$ cat src/rtl/rcv_ctrl_pkg.sv
// rcv_ctrl_pkg: shared defaults and FSM state type
// for the UART receive-side controller.
package rcv_ctrl_pkg;

  localparam int DEFAULT_DEPTH  = 8;
  localparam int DEFAULT_DATA_W = 8;

  typedef enum logic [1:0] {
    IDLE,
    ACK,
    WAIT_CLR
  } rx_state_t;

endpackage

$ cat src/rtl/rcv_fifo_buf.sv
// rcv_fifo_buf: first-word-fall-through byte FIFO
// with occupancy count; DEPTH must be a power of 2.
module rcv_fifo_buf
  import rcv_ctrl_pkg::*;
#(
  parameter int DEPTH  = DEFAULT_DEPTH,
  parameter int DATA_W = DEFAULT_DATA_W,
  parameter int CNT_W  = $clog2(DEPTH) + 1
) (
  input  logic              clk,
  input  logic              n_rst,
  input  logic              push,
  input  logic [DATA_W-1:0] wdata,
  input  logic              pop,
  output logic [DATA_W-1:0] rd_data,
  output logic              empty,
  output logic              full,
  output logic [CNT_W-1:0]  count
);

  localparam int PW = $clog2(DEPTH);

  logic [DATA_W-1:0] mem [DEPTH];
  logic [PW-1:0]     wr_ptr;
  logic [PW-1:0]     rd_ptr;
  logic              do_push;
  logic              do_pop;

  assign empty   = (count == '0);
  assign full    = (count == CNT_W'(DEPTH));
  assign do_push = push && !full;
  assign do_pop  = pop && !empty;
  assign rd_data = empty ? '0 : mem[rd_ptr];

  // storage write; contents need no reset
  always_ff @(posedge clk) begin
    if (do_push) mem[wr_ptr] <= wdata;
  end

  // pointers wrap naturally at DEPTH
  always_ff @(posedge clk or negedge n_rst) begin
    if (!n_rst) begin
      wr_ptr <= '0;
      rd_ptr <= '0;
    end else begin
      if (do_push) wr_ptr <= wr_ptr + PW'(1);
      if (do_pop)  rd_ptr <= rd_ptr + PW'(1);
    end
  end

  // occupancy; push+pop together holds
  always_ff @(posedge clk or negedge n_rst) begin
    if (!n_rst) begin
      count <= '0;
    end else begin
      case ({do_push, do_pop})
        2'b10:   count <= count + CNT_W'(1);
        2'b01:   count <= count - CNT_W'(1);
        default: count <= count;
      endcase
    end
  end

endmodule

$ cat src/rtl/rcv_rx_ctrl.sv
// rcv_rx_ctrl: drains receiver bytes into a FIFO,
// tracks sticky errors, raises irq. Option: RCV_IRQ_THRESH_EN.
module rcv_rx_ctrl
  import rcv_ctrl_pkg::*;
#(
  parameter int DEPTH  = DEFAULT_DEPTH,
  parameter int DATA_W = DEFAULT_DATA_W,
  parameter int CNT_W  = $clog2(DEPTH) + 1
) (
  input  logic              clk,
  input  logic              n_rst,
  input  logic [DATA_W-1:0] rx_data,
  input  logic              data_ready,
  input  logic              overrun_error,
  input  logic              framing_error,
  output logic              data_read,
  input  logic              pop,
  output logic [DATA_W-1:0] rd_data,
  output logic              empty,
  output logic              full,
  output logic [CNT_W-1:0]  count,
  input  logic              clear_err,
  output logic              err_framing,
  output logic              err_overrun,
  output logic              err_stall,
`ifdef RCV_IRQ_THRESH_EN
  input  logic [CNT_W-1:0]  irq_thresh,
`endif
  output logic              irq
);

  rx_state_t state;
  rx_state_t state_n;
  logic      push;
  logic      stall;
  logic      fe_q;
  logic      data_term;

  rcv_fifo_buf #(
    .DEPTH  (DEPTH),
    .DATA_W (DATA_W),
    .CNT_W  (CNT_W)
  ) u_fifo (
    .clk     (clk),
    .n_rst   (n_rst),
    .push    (push),
    .wdata   (rx_data),
    .pop     (pop),
    .rd_data (rd_data),
    .empty   (empty),
    .full    (full),
    .count   (count)
  );

  assign data_read = (state == ACK);

`ifdef RCV_IRQ_THRESH_EN
  assign data_term = (irq_thresh != '0) &&
                     (count >= irq_thresh);
`else
  assign data_term = !empty;
`endif

  // state register
  always_ff @(posedge clk or negedge n_rst) begin
    if (!n_rst) state <= IDLE;
    else        state <= state_n;
  end

  // next state, capture and stall detect
  always_comb begin
    state_n = state;
    push    = 1'b0;
    stall   = 1'b0;
    unique case (state)
      IDLE: begin
        if (data_ready && !full) begin
          push    = 1'b1;
          state_n = ACK;
        end else if (data_ready) begin
          stall = 1'b1;
        end
      end
      ACK:      state_n = WAIT_CLR;
      WAIT_CLR: if (!data_ready) state_n = IDLE;
      default:  state_n = IDLE;
    endcase
  end

  // sticky errors; a set beats a clear
  always_ff @(posedge clk or negedge n_rst) begin
    if (!n_rst) begin
      fe_q        <= 1'b0;
      err_framing <= 1'b0;
      err_overrun <= 1'b0;
      err_stall   <= 1'b0;
    end else begin
      fe_q <= framing_error;
      if (framing_error && !fe_q) err_framing <= 1'b1;
      else if (clear_err)         err_framing <= 1'b0;
      if (overrun_error)          err_overrun <= 1'b1;
      else if (clear_err)         err_overrun <= 1'b0;
      if (stall)                  err_stall   <= 1'b1;
      else if (clear_err)         err_stall   <= 1'b0;
    end
  end

  // registered interrupt request
  always_ff @(posedge clk or negedge n_rst) begin
    if (!n_rst) irq <= 1'b0;
    else        irq <= data_term || err_framing ||
                       err_overrun || err_stall;
  end

endmodule

$ cat config.mk
export PLATFORM = sky130hd
export DESIGN_NAME = rcv_rx_ctrl
export DESIGN_NICKNAME = d
export VERILOG_FILES = /design/src/rtl/rcv_ctrl_pkg.sv /design/src/rtl/rcv_fifo_buf.sv /design/src/rtl/rcv_rx_ctrl.sv
export SDC_FILE = /design/constraint.sdc
export NUM_CORES = 1
export LEC_CHECK = 0
export ABC_AREA = 1
export CAP_MARGIN = 20
export CORE_MARGIN = 2
export CORE_UTILIZATION = 25
export CTS_BUF_LIST = sky130_fd_sc_hd__clkbuf_4 sky130_fd_sc_hd__clkbuf_8
export DETAILED_ROUTE_END_ITERATION = 10
export MAX_ROUTING_LAYER = met4
export SYNTH_ARGS = -nofsm -noshare
export SYNTH_HDL_FRONTEND = slang
export SYNTH_SLANG_ARGS = --single-unit
$ cat constraint.sdc
create_clock -name clk -period 2.4 [get_ports clk]
set_clock_uncertainty 0.15 [all_clocks]
set_input_delay 0.48 -clock clk [delete_from_list [all_inputs] [get_ports clk]]
set_output_delay 0.48 -clock clk [all_outputs]
set_load 0.01 [all_outputs]
=== Yosys cells after proc, flatten, opt, wreduce, memory -nomap -nowiden ===
Memories as Yosys holds them, arrays and structs flattened.
Index checks and enable logic that the tools add are counted.
Widths: inputs -> output; s select.

* Word-level logic and storage cells: 54
* Memories kept: 1
* Output and inout port bits: 19
* Bits in registers: 17
* Bits in read-only memories: 0
* Memory bits (writable): 64
* Bits in latches: 0

{| class="wikitable"
|+ Memory list
! memory !! depth !! width !! read ports !! clocked after memory_dff !! write ports !! line !! RTL
|-
| u_fifo.mem || 8 || 8 || 1 || 0 || 1 || rcv_fifo_buf.sv:23 || <nowiki>logic [DATA_W-1:0] mem [DEPTH];</nowiki>
|}

* Add/subtract/negate cells: 4
* Multipliers: 0
* Muxes and demuxes: 16
* Reduce and logical (&&, ||, !) cells: 17
* Div/mod/pow operators: 0
* Shifts and indexed selects: 0
* Order comparisons: 0
* Eq/ne operators: 7
* Bitwise gates (word level): 0

{| class="wikitable"
|+ Operators with widths
! cell !! count
|-
| $mux 1 || 11
|-
| $mux 8 || 1
|-
| $pmux 4 s2 || 1
|-
| $reduce_bool 2->1 || 4
|-
| $add 3x1->3 const B || 2
|-
| $pmux 2 s3 || 1
|-
| $add 4x1->4 const B || 1
|-
| $eq 2x1->1 const B || 2
|-
| $eq 2x2->1 const B || 2
|-
| $eq 4x4->1 const B || 1
|-
| $logic_and 1x1->1 || 4
|-
| $logic_not 4->1 || 1
|-
| $mux 2 || 2
|-
| $ne 2x2->1 const B || 2
|-
| $sub 4x1->4 const B || 1
|-
| $logic_not 1->1 || 3
|-
| $logic_or 1x1->1 || 3
|-
| $logic_not 2->1 || 1
|-
| $reduce_and 2->1 || 1
|}

=== Depth between registers and ports, before layout ===
Gate-level depths: netlist of run 1.

* Word-level depth: 8
* Gate-level depth with buffers: 14

=== Cells and area by module ===
A second synthesis of run 1 with hierarchy kept.

* Cell total of the unflattened synthesis: 300
* Area, all modules: 3455.8 um^2

{| class="wikitable"
|+ Modules (own cells, without submodules)
! module !! cells an instance !! area each (um^2) !! seq. area each (um^2) !! instances
|-
| rcv_fifo_buf || 269 || 3175.5 || 2172.1 || 1
|-
| rcv_rx_ctrl || 31 || 280.3 || 175.2 || 1
|}

=== Worst setup path before layout of run 1 ===
Ideal clock, no wire load.

* Path type: register -> register
* Start point: reg u_fifo.count[0]
* End point: reg u_fifo.count[2]
* Cell stages (with the launch flop): 13
* Data required time: 2.168 ns
* Path slack: 0.290 ns
* Data arrival time: 1.878 ns
* Path buffers: 0
* Cells stage by stage: dfrtp_1 -> nor2_2 -> nand3_2 -> nand2_2 -> inv_2 -> ha_1 -> nand2_1 -> inv_1 -> nor2_1 -> ha_1 -> a21oi_1 -> or2_1 -> a31oi_1

{| class="wikitable"
|+ RTL lines
! what !! line !! RTL
|-
| start, declared || rcv_fifo_buf.sv:18 || <nowiki>output logic [CNT_W-1:0] count</nowiki>
|-
| start signal, assigned || rcv_fifo_buf.sv:57 || <nowiki>2'b10: count <= count + CNT_W'(1);</nowiki>
|-
| start signal, assigned || rcv_fifo_buf.sv:58 || <nowiki>2'b01: count <= count - CNT_W'(1);</nowiki>
|-
| start signal, assigned || rcv_fifo_buf.sv:59 || <nowiki>default: count <= count;</nowiki>
|-
| $logic_not 4->1 (*) || rcv_fifo_buf.sv:29 || <nowiki>assign empty = (count == '0);</nowiki>
|-
| $logic_not 1->1 (*) || rcv_fifo_buf.sv:32 || <nowiki>assign do_pop = pop && !empty;</nowiki>
|-
| $logic_and 1x1->1 (*) || rcv_fifo_buf.sv:32 ||
|-
| named net u_fifo.do_pop || rcv_fifo_buf.sv:27 || <nowiki>logic do_pop;</nowiki>
|-
| $eq 2x1->1 / $eq 2x2->1 (equally long branches) || rcv_fifo_buf.sv:56 || <nowiki>case ({do_push, do_pop})</nowiki>
|-
| $pmux 4 s2 / $reduce_bool 2->1 (equally long branches) || n/a ||
|}

The timed path passes the listed nets; every way through them passes the cells marked *.
A chain may end at the register's enable or synchronous reset.

=== Final worst setup path of run 1 ===
* Start point: reg u_fifo.rd_ptr[0]
* End point: out rd_data[1]

* Longest elaborated chain between the ends: 2

{| class="wikitable"
|+ Ends and longest elaborated chain
! what !! line !! RTL
|-
| start, declared || rcv_fifo_buf.sv:25 || <nowiki>logic [PW-1:0] rd_ptr;</nowiki>
|-
| start signal, assigned || rcv_fifo_buf.sv:47 || <nowiki>if (do_pop) rd_ptr <= rd_ptr + PW'(1);</nowiki>
|-
| $mem_v2 8x8 || n/a ||
|-
| $mux 8 || rcv_fifo_buf.sv:33 || <nowiki>assign rd_data = empty ? '0 : mem[rd_ptr];</nowiki>
|-
| end, declared || rcv_rx_ctrl.sv:18 || <nowiki>output logic [DATA_W-1:0] rd_data,</nowiki>
|}

No other way between the ends.

==> impl_metrics.json, run 1 <==
{
  "first_pass_iters": 4,
  "instances_no_fill": 540,
  "place.gp.congestion": 0.810,
  "wire_per_inst_um": 13.9,
  "num_rows": 42,
  "die_h_um": 121,
  "hold_path_class": "in2async",
  "nets": 379,
  "arrival_ns": 1.69,
  "wl_met2_um": 3800,
  "grt_pass1_vias": 2283,
  "cp-startpoint": "u_fifo.rd_ptr[0]",
  "grt_start_max_net_pins": 18,
  "synthTopCellsByCount": "64 x edfxtp_1, 59 x nor2_1, 31 x nand2_1",
  "critPathKind": "reg2out",
  "fillCellCount": 1303,
  "power_leakage_uw": 0.00173,
  "ios": 34,
  "antennaDiodeCount": 0,
  "seq_area_frac_synth_pct": 68.7,
  "htree_levels": 3,
  "max_stage_delay_ns": 0.43,
  "topRoutingLayerUsed": "met4",
  "yosys.area.top_type": "edfxtp_1",
  "critPathMaxFanout": 8,
  "worst_pin_slew_ns": 0.358,
  "die_w_um": 121,
  "ys_warn_count": 0,
  "slowest_stage": "dfrtp_2",
  "ys_ff_latch": 81,
  "synth.most_common_cell": "edfxtp_1",
  "r2r_start": "u_fifo.count[0]",
  "dieArea_um2": 14600,
  "ant_nets": 0,
  "clock_latency_ns": 0.36,
  "setup_viol": 0,
  "antenna_found_initial": 0,
  "crit_top_cell": "nor2_1",
  "track_usage_pct": 11.1,
  "synth.top_cell.area_share_pct": 56.2,
  "grt_overflow": 0,
  "clock_sinks": 81,
  "avgSynthCellArea_um2": 11.8,
  "crit_family": "buffers and inverters",
  "outcome": "finished, final reports clean",
  "synth_flop_cell": "edfxtp_1",
  "core_um2": 13300,
  "wl_met1_um": 3300,
  "path_cells": "buf_6 -> buf_12 -> nor2_2 -> nor2_1 -> o21ai_1 -> o211ai_1 -> nand2_1 -> nor2_1 -> buf_2",
  "critPathLaunchType": "flop",
  "finalCritPeriodShare_pct": 96.5,
  "critPathBufInv": 3,
  "hold_slack_ns": 0.285,
  "async_flop_share_pct": 21.0,
  "ctsLongestPathBuffers": 2,
  "required_ns": 1.77,
  "cts_made_buffers": 9,
  "wl_um": 7480,
  "synth_area_leaders": "edfxtp_1 56%, dfrtp_1 12%, nor2_1 6.5%",
  "layout-drive-gt1-share_pct": 22.3,
  "start_util_pct": 25.7,
  "grt_pass1_wl_um": 11700,
  "cap_violations": 0,
  "drtIter0Drc": 170,
  "clk_pin_slew_ns": 0.09,
  "place_inst": 518,
  "syn_area_um2": 3420,
  "rsz0062_at_grt": "true",
  "critical_path.endpoint_type": "primary output",
  "ys_types": 29,
  "p_per_area_nw_per_um2": 1210,
  "slew_viol_final": 0,
  "cts_tree": "done",
  "drc_errors": 0,
  "dr_wl_met3_um": 208,
  "fmax_ghz": 0.432,
  "syn2layout_area_growth_pct": 29.8,
  "total_power_uw": 5380,
  "vdd_drop_max_uv": 339,
  "cts_hold_buf": 0,
  "fin_util_pct": 33.4,
  "relSlewSlack_pct": 76.1,
  "synth_fp_nets": 310,
  "clockRootBuffer": "clkbuf_8",
  "routed_via_density": 4.25,
  "syn_inst": 290,
  "synth_enable_flop_cells": 64,
  "hpwl_um": 4910,
  "hold_viol_final": 0,
  "period_minus_slack_ns": 2.32,
  "vias": 2296,
  "port_buffers": 33
}
## routing by layer
metal / up-vias / track usage [%]
li1: 1150 / -
met2: 42 / 17.7
met4: 0 / 6.32
met3: 12 / 2.11
met5: - / -
met1: 1092 / 13.1
## state kept, by name, indices dropped and copies added, names as in the netlist
name,flops
fe_q,1
u_fifo.rd_ptr,3
err_framing,1
u_fifo.mem,64
irq,1
err_overrun,1
state,2
u_fifo.count,4
u_fifo.wr_ptr,3
err_stall,1
## metrics by stage
stage / TNS, ns / worst slack, ns / cell area (um^2)
final: 0 / 0.0835 / 4440
after global routing: -0.0475 / -0.0475 / 4440
after CTS: -0.0322 / -0.0172 / 4400
after detailed placement: -0.0850 / -0.0850 / 4130
after global placement: -0.0410 / -0.0410 / 4130
after floorplan: 0 / 0.290 / 3420
## what timing repair did
| item | in CTS | in global routing |
|---|---|---|
| pin swaps | 2 | 2 |
| resized for setup | 36 | 13 |
| gates cloned | 0 | 1 |
| setup buffers | 4 | 2 |
| endpoints found under the setup margin | 9 | 11 |
## logic make-up after synthesis
family / Yosys count / synth area share, %
AO/OA/AOI/OAI: 57 / 9.89
flip-flops: 81 / 68.7
AND/OR/NAND/NOR: 110 / 13.2
XOR/XNOR: 6 / 1.54
buffers and inverters: 31 / 4.87
adder cells (fa/ha/maj): 5 / 1.83
## layout by cell type, fill, tap and decap left out, drive strengths merged, types with 3 or more instances in the layout
cell type      Yosys  final
nand3              6      6
nor2              62     62
xor2               3      3
o22ai              9      9
dfrtp             17     17
o21ai             37     37
inv               20     21
clkbuf             1     13
edfxtp            64     64
clkdlybuf4s50      0     23
buf               10     41
clkinv             0      3
ha                 5      5
xnor2              3      3
nor3               8      8
o211ai             8      8
nand2             32     32
## cell type report
| type | instances | area, um^2 | share of cell area, % |
|---|---|---|---|
| multi-input cells | 178 | 941 | 21.2 |
| well taps | 176 | 220 | 4.96 |
| inverters | 20 | 77.6 | 1.75 |
| flip-flops and latches | 81 | 2350 | 52.9 |
| repair buffers | 69 | 627 | 14.1 |
| clock inverters | 6 | 91.3 | 2.06 |
| clock buffers | 10 | 131 | 2.96 |
## power by group
part,total [uW],switching (uW),leakage [uW],internal [uW]
Clock,1110,510,0.000114,603
Combinational,2370,1300,0.000835,1070
Sequential,1900,156,0.000778,1750
Total,5380,1960,0.00173,3420
## worst paths after layout
path                                    endpoint  slack (ns)  cells past startpoint
worst max-delay path                  rd_data[1]        0.08                      9
worst min-delay path                 err_framing        0.28                      2
worst max register to register   u_fifo.count[2]        0.18                     13
worst min register to register       err_framing        0.29                      1
max in group asynchronous       u_fifo.rd_ptr[0]        1.60                      2
min in group clk                     err_framing        0.29                      1
Power figures use the tool's default switching activity.
==> run 2, diff against run 1 <==
Settings changed: ABC_CLOCK_PERIOD_IN_PS from default to 2400.
==> results of run 2 <==
No change in the layout: final DEF, timing and power equal those of run 1.
==> run 3, diff against run 2 <==
Settings changed: ABC_AREA 1 to default, DONT_BUFFER_PORTS from default to 1.
==> impl_metrics.json, run 3 <==
{
  "reg_top3": "u_fifo.mem (64), u_fifo.count (4)",
  "port_buffers": 0,
  "clock_sinks": 81,
  "finalCritPeriodShare_pct": 104,
  "synth_enable_flop_cells": 64,
  "worst_pin_slew_ns": 0.796,
  "layout-drive-gt1-share_pct": 38.9,
  "fmax_ghz": 0.402,
  "cts_made_buffers": 9,
  "cp_num_cells": 3,
  "slowest_stage": "or4_4",
  "die_w_um": 119,
  "hold_path_class": "in2reg",
  "p_seq_share_pct": 40.8,
  "layout_common_cells": "64 x edfxtp_1, 20 x buf_4, 16 x mux4_2, 16 x dfrtp_1, 9 x clkbuf_8",
  "async_flop_share_pct": 21.0,
  "violations": "setup timing",
  "place.gp.congestion": 0.664,
  "synth_fp_nets": 196,
  "p_per_area_nw_per_um2": 1170,
  "regMostFlops": "u_fifo.mem",
  "syn_inst": 176,
  "seq_area_frac_synth_pct": 71.3,
  "ys_ff_latch": 81,
  "outcome": "finished, violations left",
  "avgSynthCellArea_um2": 18.7,
  "synth_area_leaders": "edfxtp_1 58%, dfrtp_1 13%, mux4_2 11%",
  "hp-start": "rx_data[5]",
  "p_sw_uw": 1590,
  "path_cells": "or4_4 -> and2_4 -> a22o_4",
  "wl_um": 6380,
  "vdd_drop_max_uv": 303,
  "ios": 34,
  "dieArea_um2": 14100,
  "syn_area_um2": 3290,
  "start_util_pct": 25.9,
  "synthTopCellsByCount": "64 x edfxtp_1, 17 x dfrtp_1, 16 x mux4_2",
  "cp-startpoint": "u_fifo.count[3]",
  "die_h_um": 119,
  "max_stage_delay_ns": 0.58,
  "core_um2": 12700,
  "power_frac_clock_pct": 19.9,
  "synth.top_cell.area_share_pct": 58.4,
  "antennaDiodeCount": 0,
  "setup_viol": 10,
  "critical_path.endpoint_type": "primary output",
  "ys_types": 39,
  "ant_nets": 0,
  "crit_family": "simple AND/OR/NAND/NOR gates",
  "vias": 1686,
  "grt_start_max_net_pins": 18,
  "htree_levels": 3,
  "critPathKind": "reg2out",
  "track_usage_pct": 9.57,
  "ctsLongestPathBuffers": 2,
  "min_path_cells": 0,
  "hold_viol_final": 0,
  "ff2ff_path_depth": 7,
  "p_int_uw": 3120,
  "final_common_cell": "edfxtp_1",
  "switching_share_pct": 33.8,
  "slew_viol_final": 0,
  "hold_slack_ns": 0.0665,
  "num_rows": 41,
  "synth_flop_cell": "edfxtp_1",
  "grt_pass1_vias": 1734,
  "yosys.area.top_type": "edfxtp_1",
  "r2r_start": "u_fifo.count[1]",
  "clockRootBuffer": "clkbuf_8",
  "final.setup.tns_ns": -0.630,
  "drc_errors": 0,
  "fin_ws_ns": -0.0869,
  "ys_warn_count": 0,
  "wire_per_inst_um": 16.6,
  "grt_overflow": 0,
  "first_pass_iters": 6,
  "nets": 226,
  "largest_reg_flops": 64,
  "reg2reg_slack_ns": -0.06,
  "rsz0062_at_grt": "true",
  "critPathBufInv": 0,
  "power_leakage_uw": 0.00137,
  "clk_pin_slew_ns": 0.09,
  "antenna_found_initial": 0,
  "syn2layout_area_growth_pct": 21.8,
  "drtIter0Drc": 156,
  "comb_power_share_pct": 39.3,
  "cap_violations": 0,
  "arrival_ns": 1.86,
  "period_minus_slack_ns": 2.49,
  "clock_latency_ns": 0.35,
  "critPathLaunchType": "flop",
  "hpwl_um": 4120,
  "grt_pass1_wl_um": 9670,
  "total_power_uw": 4700,
  "cts_tree": "done",
  "fin_util_pct": 31.5,
  "critPathMaxFanout": 8,
  "required_ns": 1.77,
  "relSlewSlack_pct": 46.7,
  "routed_via_density": 4.40,
  "synth.most_common_cell": "edfxtp_1"
}
## run 3: final timing paths
check	endpoint
max	rd_data[1]
min reg2reg	u_fifo.rd_ptr[2]
max in group asynchronous	u_fifo.rd_ptr[0]
min in group asynchronous	err_overrun
min	u_fifo.mem[6][5]
max reg2reg	u_fifo.count[3]
## run 3: through the flow
step	cell area [um^2]	std cells	setup slack, ns
after floorplan	3370	176	-0.0574
after global placement	3700	360	0.0475
after detailed placement	3700	360	0.00138
after CTS	3940	381	-0.106
after global routing	4010	383	-0.128
final	4010	383	-0.0869
## run 3: cells by family (layout without fill, tap and decap cells)
family,count (synthesis),count (layout),synth area share (%)
mux,20,20,12.3
compound gates,17,17,4.33
simple gates,31,31,5.93
flops,81,81,71.3
buf+inv,15,50,2.36
xor+xnor,7,7,1.86
fa+ha+maj,5,5,1.90
## run 3: final cells by class
type	count	area, um^2
inverter	8	32.5
sequential	81	2350
timing repair buffer	26	241
multi-input combinational	80	988
fill	1257	8710
tap	172	215
clock buffer	9	124
clock inverter	7	58.8
## run 3: metal layers
layer  GRT usage (%)  vias to the layer above  wire length [um]
met1            10.7                      872              2650
li1                -                      762                 -
met4            3.79                        0                98
met5               -                        -                 0
met3            3.57                       11               354
met2            15.5                       41              3270
## run 3: what timing repair did
item,CTS,global route
hold buffers,2,0
hold endpoints to repair,18,0
pin swaps,3,3
resized for setup,4,10
endpoints found under the setup margin,9,27
setup buffers,3,2
## run 3: power by group through the flow
stage | Clock [uW] | Sequential [uW] | Combinational [uW]
after global routing | 1010 | 1950 | 1980
after floorplan | 0 | 1920 | 1220
final | 935 | 1920 | 1850
after global placement | 0 | 1930 | 1670
after detailed placement | 0 | 1950 | 1700
after CTS | 968 | 1920 | 1770
## run 3: worst register-to-register path: cells and delay by family, from the launching register on
| family | cells | cell delay [ns] |
|---|---|---|
| AOI/OAI and AO/OA | 2 | 0.44 |
| adders and majority gates | 1 | 0.16 |
| buffers and inverters | 1 | 0.15 |
| DFF | 1 | 0.41 |
| and+or+nand+nor | 3 | 1.03 |
